==> config.mk <==
export PLATFORM = sky130hd
export DESIGN_NAME = pacman_sprite_fetch
export DESIGN_NICKNAME = d
export VERILOG_FILES = /design/src/rtl/pacman_sprite_fetch.sv
export SDC_FILE = /design/constraint.sdc
export NUM_CORES = 1
export LEC_CHECK = 0
export ABC_CLOCK_PERIOD_IN_PS = 4760
export CORE_AREA = 2 2 70 72
export DETAILED_ROUTE_END_ITERATION = 10
export DIE_AREA = 0 0 72 74
export GPL_TIMING_DRIVEN = 0
export PLACE_DENSITY = 0.95
export SLEW_MARGIN = 10
export SYNTH_ARGS = -nofsm -noshare
export SYNTH_HDL_FRONTEND = slang
export SYNTH_SLANG_ARGS = --single-unit
==> constraint.sdc <==
create_clock -name clk -period 4.76 [get_ports clk]
set_clock_uncertainty 0.15 [all_clocks]
set_input_delay 0.952 -clock clk [delete_from_list [all_inputs] [get_ports clk]]
set_output_delay 0.952 -clock clk [all_outputs]
set_load 0.01 [all_outputs]
==> src/rtl/pacman_sprite_fetch.sv <==
// pacman_sprite_fetch: 3-stage sprite ROM fetch with per-direction transform and clip-to-screen hit test.
// Define PACMAN_ANIM_EN to build the mouth animation FSM; otherwise the sprite stays in the CLOSED frame.
module pacman_sprite_fetch #(
  parameter int         ANIM_DIV   = 4,
  parameter logic [4:0] TRANSP_IDX = 5'd1
) (
  input  logic       clk,
  input  logic       reset_n,
  input  logic [9:0] draw_x,
  input  logic [9:0] draw_y,
  input  logic       pixel_valid,
  input  logic       frame_tick,
  input  logic [9:0] pac_x,
  input  logic [9:0] pac_y,
  input  logic [1:0] pac_dir,
  input  logic       pac_moving,
  output logic [9:0] rom_addr,
  input  logic [4:0] rom_data,
  output logic [4:0] sprite_index,
  output logic       sprite_hit
);
  logic [9:0] px_s, py_s;
  logic [1:0] dir_s, frame;
  logic [10:0] dx, dy;
  logic [3:0] row, col;
  logic in_box, v1, v2, opaque;
  // Zero-extended subtraction: a negative offset sets the upper bits, so screen edges clip without wrap.
  always_comb begin
    dx = {1'b0, draw_x} - {1'b0, px_s};
    dy = {1'b0, draw_y} - {1'b0, py_s};
    in_box = pixel_valid && dx[10:4] == 7'd0 && dy[10:4] == 7'd0;
    row = dir_s[1] ? (dir_s[0] ? 4'd15 - dx[3:0] : dx[3:0]) : dy[3:0];
    col = dir_s[1] ? dy[3:0] : (dir_s[0] ? 4'd15 - dx[3:0] : dx[3:0]);
    opaque = v2 && rom_data != TRANSP_IDX;
  end
`ifdef PACMAN_ANIM_EN
  typedef enum logic [1:0] {CLOSED, HALF_OPEN, OPEN, HALF_CLOSE} anim_t;
  anim_t state;
  logic [3:0] div;
  always_ff @(posedge clk)
    if (!reset_n) begin
      state <= CLOSED;
      div <= 4'd0;
    end else if (frame_tick && pac_moving) begin
      div <= div == 4'(ANIM_DIV - 1) ? 4'd0 : div + 4'd1;
      state <= div == 4'(ANIM_DIV - 1) ? anim_t'(state + 2'd1) : state;
    end
  assign frame = state == OPEN ? 2'd2 : state == CLOSED ? 2'd0 : 2'd1;
`else
  logic unused_moving;
  assign unused_moving = pac_moving;
  assign frame = 2'd0;
`endif
  always_ff @(posedge clk)
    if (!reset_n) begin
      px_s <= 10'd0;
      py_s <= 10'd0;
      dir_s <= 2'd0;
      rom_addr <= 10'd0;
      v1 <= 1'b0;
      v2 <= 1'b0;
      sprite_hit <= 1'b0;
      sprite_index <= 5'd0;
    end else begin
      if (frame_tick) begin
        px_s <= pac_x;
        py_s <= pac_y;
        dir_s <= pac_dir;
      end
      rom_addr <= {frame, row, col};
      v1 <= in_box;
      v2 <= v1;
      sprite_hit <= opaque;
      sprite_index <= opaque ? rom_data : 5'd0;
    end
endmodule

==> results of run 1 <==
## final timing paths
check             endpoint  slack (ns)  startpoint  depth (start not counted)
setup / recovery        v1        1.39   draw_x[0]                         11
hold reg to reg         v2        0.31          v1                          1
setup reg to reg        v1        2.23     px_s[0]                          9
hold / removal          v2        0.31          v1                          1
## sequential cells by signal, indices dropped and copies added (netlist names)
| name | flops |
|---|---|
| px_s | 10 |
| py_s | 10 |
| rom_addr | 8 |
| sprite_index | 5 |
| dir_s | 2 |
| sprite_hit | 1 |
| v1 | 1 |
| v2 | 1 |
## cell type report
cell class                 instances  area, µm²
buffer                            10       45.0
clock buffer                       6       82.6
clock inverter                     2       60.1
fill                             387       1480
inverter                          32        120
multi-input combinational        192       1360
sequential                        38        761
tap                               54       67.6
timing repair buffer              63        631
## metal layers
metal  track usage (%)  wire, µm  vias up
met5                 0         0        -
met4              7.13        80        0
met3              4.34       245        8
met2              38.9      2700       58
met1              22.3      2150      926
li1                  -         -     1063
## through the flow
step | power [mW] | hold WS (ns) | worst slack [ns]
after floorplan | 0.507 | 0.262 | 1.78
after global placement | 0.593 | 0.274 | 1.10
after detailed placement | 0.600 | 0.284 | 1.09
after CTS | 0.942 | 0.306 | 1.39
after global routing | 0.983 | 0.329 | 1.25
final | 0.938 | 0.309 | 1.39
## cell usage after synthesis
cell type,number
nor2_1,41
dfxtp_1,38
inv_1,32
mux2i_1,24
ha_1,20
a21oi_1,17
nand2_1,11
clkbuf_1,8
o21ai_0,8
a211oi_1,7
xnor2_1,6
and3_1,5
nand2b_1,5
xor2_1,5
a21o_1,4
a31oi_1,3
nor2b_1,3
nor3_1,3
and2_1,2
buf_4,2
fa_1,2
nand3_1,2
nand3b_1,2
nor3b_1,2
nor4_1,2
o211ai_1,2
a211o_1,1
a21boi_0,1
a21oi_2,1
a41o_1,1
and4bb_1,1
conb_1,1
nand4_1,1
nor4_2,1
o2111ai_1,1
o22ai_1,1
o311a_2,1
o311ai_0,1
o31ai_1,1
o32ai_1,1
or2_2,1
## power groups by stage
stage	logic [mW]	registers [mW]	clock network, mW
floorplan	0.150	0.357	0
global placement	0.241	0.352	0
detailed placement	0.247	0.353	0
CTS	0.251	0.346	0.346
global route	0.278	0.347	0.358
finish	0.251	0.345	0.342
## kinds of logic (layout without fill, tap and decap cells)
logic type,Yosys count,after routing
AND/OR/NAND/NOR,82,82
other,1,2
adder cells (fa/ha/maj),22,22
multiplexers,24,24
AO/OA/AOI/OAI,51,51
flip-flops,38,38
XOR/XNOR,11,11
buffers and inverters,42,113
==> results.toml, run 1 <==
[yosys]
synth_top_family_by_area = "simple AND/OR/NAND/NOR gates"
syn_area_mm2 = 0.00228
synth_fa_ha_area_share_pct = 12.7
synth_xor_area_share_pct = 4.23
synth_top_area_cell = "dfxtp_1"
synth_compound_area_share_pct = 14.4
synth.mux.area_fraction_pct = 10.5
syn_inst = 271
synth_cell_types = 41
yosys.area_share.simple_pct = 17.3
synth_seq_cells = 38
synth_top_area_share_pct = 33.4
synth_area_leaders = "dfxtp_1 33%, ha_1 11%, mux2i_1 11%"
yosys_warnings = 0
synth_area_per_cell_um2 = 8.41
synth-seq-area-share_pct = 33.4

[sta]
grt_setup_unrepaired = "false"
hold_viol_final = 0
tns_ns = 0
final-setup-viol-count = 0
slew_viol_final = 0
slew_headroom_pct = 49.6
layout_min_cycle_time_ns = 3.37
clock.fmax_mhz = 296
post-route-period-util_pct = 70.9
worst_slew_pin_slew_ns = 0.755

[clock_network]
ctsHoldBuffers = 0
clockBufferDepth = 2
root_buffer = "clkbuf_8"
clk_pin_slew_ns = 0.08
cts_resized = 0
cts_sinks = 38
h-tree-depth = 2
cts_tree = "built"
cts_buffers = 5
cts_setup_buffers = 0
insertion_delay_ns = 0.29

[finish]
final_cell_mix = "63 x clkdlybuf4s50_1, 41 x nor2_1, 38 x dfxtp_1, 32 x inv_1, 24 x mux2i_1"
fin_area_mm2 = 0.00312
instances_no_fill = 397
antenna_cells = 0
syn2layout_area_growth_pct = 37.1
nets = 416
final_common_cell = "clkdlybuf4s50_1"
fin_util_pct = 67.9
drive_above_1_share_pct = 4.08

[die]
die_y_um = 74
die-area_mm2 = 0.00533
core_mm2 = 0.00460
io_pins = 68
fp-row-count = 25
die_w_um = 72
initial_core_util_pct = 49.6

[power_and_ir_drop]
power_density_mw_per_mm2 = 301
sequentialPowerShare_pct = 36.8
power.switching_mw = 0.248
p_leak_nw = 1.37
p_int_mw = 0.691
switching_share_pct = 26.4
combPwrFrac_pct = 26.7
vdd_drop_max_mv = 0.153
clkPwrFrac_pct = 36.5

[place]
dpl.hpwl_um = 4040
placed_area_mm2 = 0.00298
dp.cells = 389
io_buffer_count = 63
finalWeightedCongestion = 0.823

[setup_path]
crit_type = "input port to register"
critical-path-top-delay-family = "simple AND/OR/NAND/NOR gates"
end_kind = "register"
arrival_ns = 3.43
required_ns = 4.82
cp_num_buf_inv = 2
critPathSlowestCell = "clkdlybuf4s50_1"
start_kind = "input port"
slowest_delay_ns = 0.46
worstPathCellList = "clkdlybuf4s50_1, inv_1, ha_1, fa_1, nand2b_1, a21oi_1, mux2i_1, o311ai_0, and4bb_1, o2111ai_1, nor4_2"
cp_max_fo = 2

[drt]
ant_nets = 0
drc = 0
dr.pass1.iters = 4
wirelength_um = 5180
vias = 2055
wl_per_cell_um = 13.0
drt_iter0_markers = 91
via_per_inst = 5.18

[global_routing]
grt_pass1_vias = 2027
overflow = 0
grt_max_degree = 13
antenna_found_initial = 0
grt_pass1_wl_um = 8540
grtUsageTotal_pct = 20.3

[job]
drv_cap = 0

[hold_path]
hold_path.class = "register to register"

[outcome]
status = "completed"
(Power assumes the default switching activity.)
==> run 2: changes to the inputs <==
--- a/config.mk
+++ b/config.mk
@@ -5,12 +5,12 @@
 export SDC_FILE = /design/constraint.sdc
 export NUM_CORES = 1
 export LEC_CHECK = 0
-export ABC_CLOCK_PERIOD_IN_PS = 4760
-export CORE_AREA = 2 2 70 72
+export ABC_CLOCK_PERIOD_IN_PS = 3400
+export CORE_AREA = 2 2 73 75
 export DETAILED_ROUTE_END_ITERATION = 10
-export DIE_AREA = 0 0 72 74
+export DIE_AREA = 0 0 75 77
 export GPL_TIMING_DRIVEN = 0
-export PLACE_DENSITY = 0.95
+export PLACE_DENSITY = 0.9
 export SLEW_MARGIN = 10
 export SYNTH_ARGS = -nofsm -noshare
 export SYNTH_HDL_FRONTEND = slang
==> constraint.sdc (replaced) <==
create_clock -name clk -period 3.4 [get_ports clk]
set_clock_uncertainty 0.15 [all_clocks]
set_input_delay 0.68 -clock clk [delete_from_list [all_inputs] [get_ports clk]]
set_output_delay 0.68 -clock clk [all_outputs]
set_load 0.01 [all_outputs]
==> run 2 against run 1 <==
  * Worst hold slack worse by 0.0094 ns
  * Final cell count rose by 4.0%
  * Critical path depth unchanged
  * Utilization fell by 5.7 points
  * First-iteration DRC count shrank 41%
  * Register-to-register slack got worse by 1.4 ns
  * Cell area fell by 0.88%
  * Critical path type unchanged
  * Routed wire length shrank 4.2%
  * Sequential power increased by 40%
==> results.toml, run 2 (synthesis gave the netlist of run 1 again) <==
[outcome]
status = "completed"

[finish]
final_cell_mix = "63 x clkdlybuf4s50_1, 41 x nor2_1, 38 x dfxtp_1, 32 x inv_1, 24 x mux2i_1"
nets = 416
antenna_cells = 0
fin_area_mm2 = 0.00310
largestRegisters = "px_s (10), py_s (10), rom_addr (8)"
syn2layout_area_growth_pct = 35.9
drive_above_1_share_pct = 4.08
final_common_cell = "clkdlybuf4s50_1"
fin_util_pct = 62.2

[place]
placed_area_mm2 = 0.00300
finalWeightedCongestion = 0.849
io_buffer_count = 63
dpl.hpwl_um = 3900

[die]
fp-row-count = 26
initial_core_util_pct = 45.8
die_y_um = 77
core_mm2 = 0.00498
die-area_mm2 = 0.00578
io_pins = 68
die_w_um = 75

[sta]
layout_min_cycle_time_ns = 3.14
worst_slew_pin_slew_ns = 0.748
final-setup-viol-count = 0
clock.fmax_mhz = 319
grt_setup_unrepaired = "false"
slew_viol_final = 0
slew_headroom_pct = 50.1
hold_viol_final = 0
post-route-period-util_pct = 92.3

[power_and_ir_drop]
p_int_mw = 0.817
switching_share_pct = 29.5
clkPwrFrac_pct = 28.2
power.switching_mw = 0.341
combPwrFrac_pct = 30.0
power_density_mw_per_mm2 = 374
p_leak_nw = 1.34
sequentialPowerShare_pct = 41.8
vdd_drop_max_mv = 0.233

[clock_network]
ctsHoldBuffers = 0
cts_resized = 0
insertion_delay_ns = 0.29
root_buffer = "clkbuf_8"
clk_pin_slew_ns = 0.08
h-tree-depth = 2
cts_setup_buffers = 0
cts_tree = "built"
clockBufferDepth = 2
cts_sinks = 38
cts_buffers = 5

[global_routing]
grt_pass1_wl_um = 8220
overflow = 0
grtUsageTotal_pct = 17.8
antenna_found_initial = 0
grt_pass1_vias = 1961
grt_max_degree = 13

[drt]
dr.pass1.iters = 4
drt_iter0_markers = 54
via_per_inst = 5.05
ant_nets = 0
drc = 0
wirelength_um = 4960
wl_per_cell_um = 12.0
vias = 2085

[hold_path]
hold_path.class = "register to register"

[setup_path]
cp_max_fo = 2
start_kind = "input port"
required_ns = 3.45
crit_type = "input port to register"
arrival_ns = 3.19
end_kind = "register"

[job]
drv_cap = 0
run 2: path summary, 6_finish.rpt:
| path | startpoint | to | slack, ns | depth (start not counted) |
|---|---|---|---|---|
| max | draw_x[0] | v1 | 0.26 | 11 |
| min | v1 | v2 | 0.30 | 1 |
| max reg2reg | px_s[0] | v1 | 0.85 | 9 |
| min reg2reg | v1 | v2 | 0.30 | 1 |
run 2: critical path, stage by stage:
cell,delay [ns]
clkdlybuf4s50_1,0.46
inv_1,0.05
ha_1,0.22
fa_1,0.40
nand2b_1,0.17
a21oi_1,0.16
mux2i_1,0.23
o311ai_0,0.15
and4bb_1,0.27
o2111ai_1,0.12
nor4_2,0.27
run 2: stage by stage:
stage | std cells | worst slack (ns) | TNS, ns | total power [mW] | hold WS (ns)
final | 413 | 0.261 | 0 | 1.16 | 0.299
after global routing | 413 | 0.0861 | 0 | 1.23 | 0.333
after CTS | 413 | 0.260 | 0 | 1.16 | 0.311
after detailed placement | 405 | -0.00507 | -0.00507 | 0.837 | 0.291
after global placement | 405 | 0.00187 | 0 | 0.828 | 0.275
after floorplan | 272 | 0.689 | 0 | 0.710 | 0.262
run 2: power by group through the flow:
| stage | clock network [mW] | logic (mW) | registers, mW |
|---|---|---|---|
| after floorplan | 0 | 0.210 | 0.499 |
| final | 0.326 | 0.348 | 0.484 |
| after CTS | 0.330 | 0.347 | 0.484 |
| after detailed placement | 0 | 0.342 | 0.494 |
| after global routing | 0.352 | 0.387 | 0.486 |
| after global placement | 0 | 0.335 | 0.493 |
run 2: layout make-up:
type | count | area [µm²]
fill | 449 | 1880
multi-input combinational | 192 | 1360
sequential | 38 | 761
timing repair buffer | 63 | 631
inverter | 32 | 120
tap | 70 | 87.6
clock buffer | 6 | 82.6
buffer | 10 | 45.0
clock inverter | 2 | 12.5
run 2: per-layer routing:
layer	up-vias	track usage (%)	part of all wire (%)
li1	1062	-	-
met1	941	21.5	43
met2	69	30.5	50
met3	13	4.07	5.4
met4	0	5.36	1.8
met5	-	0	0
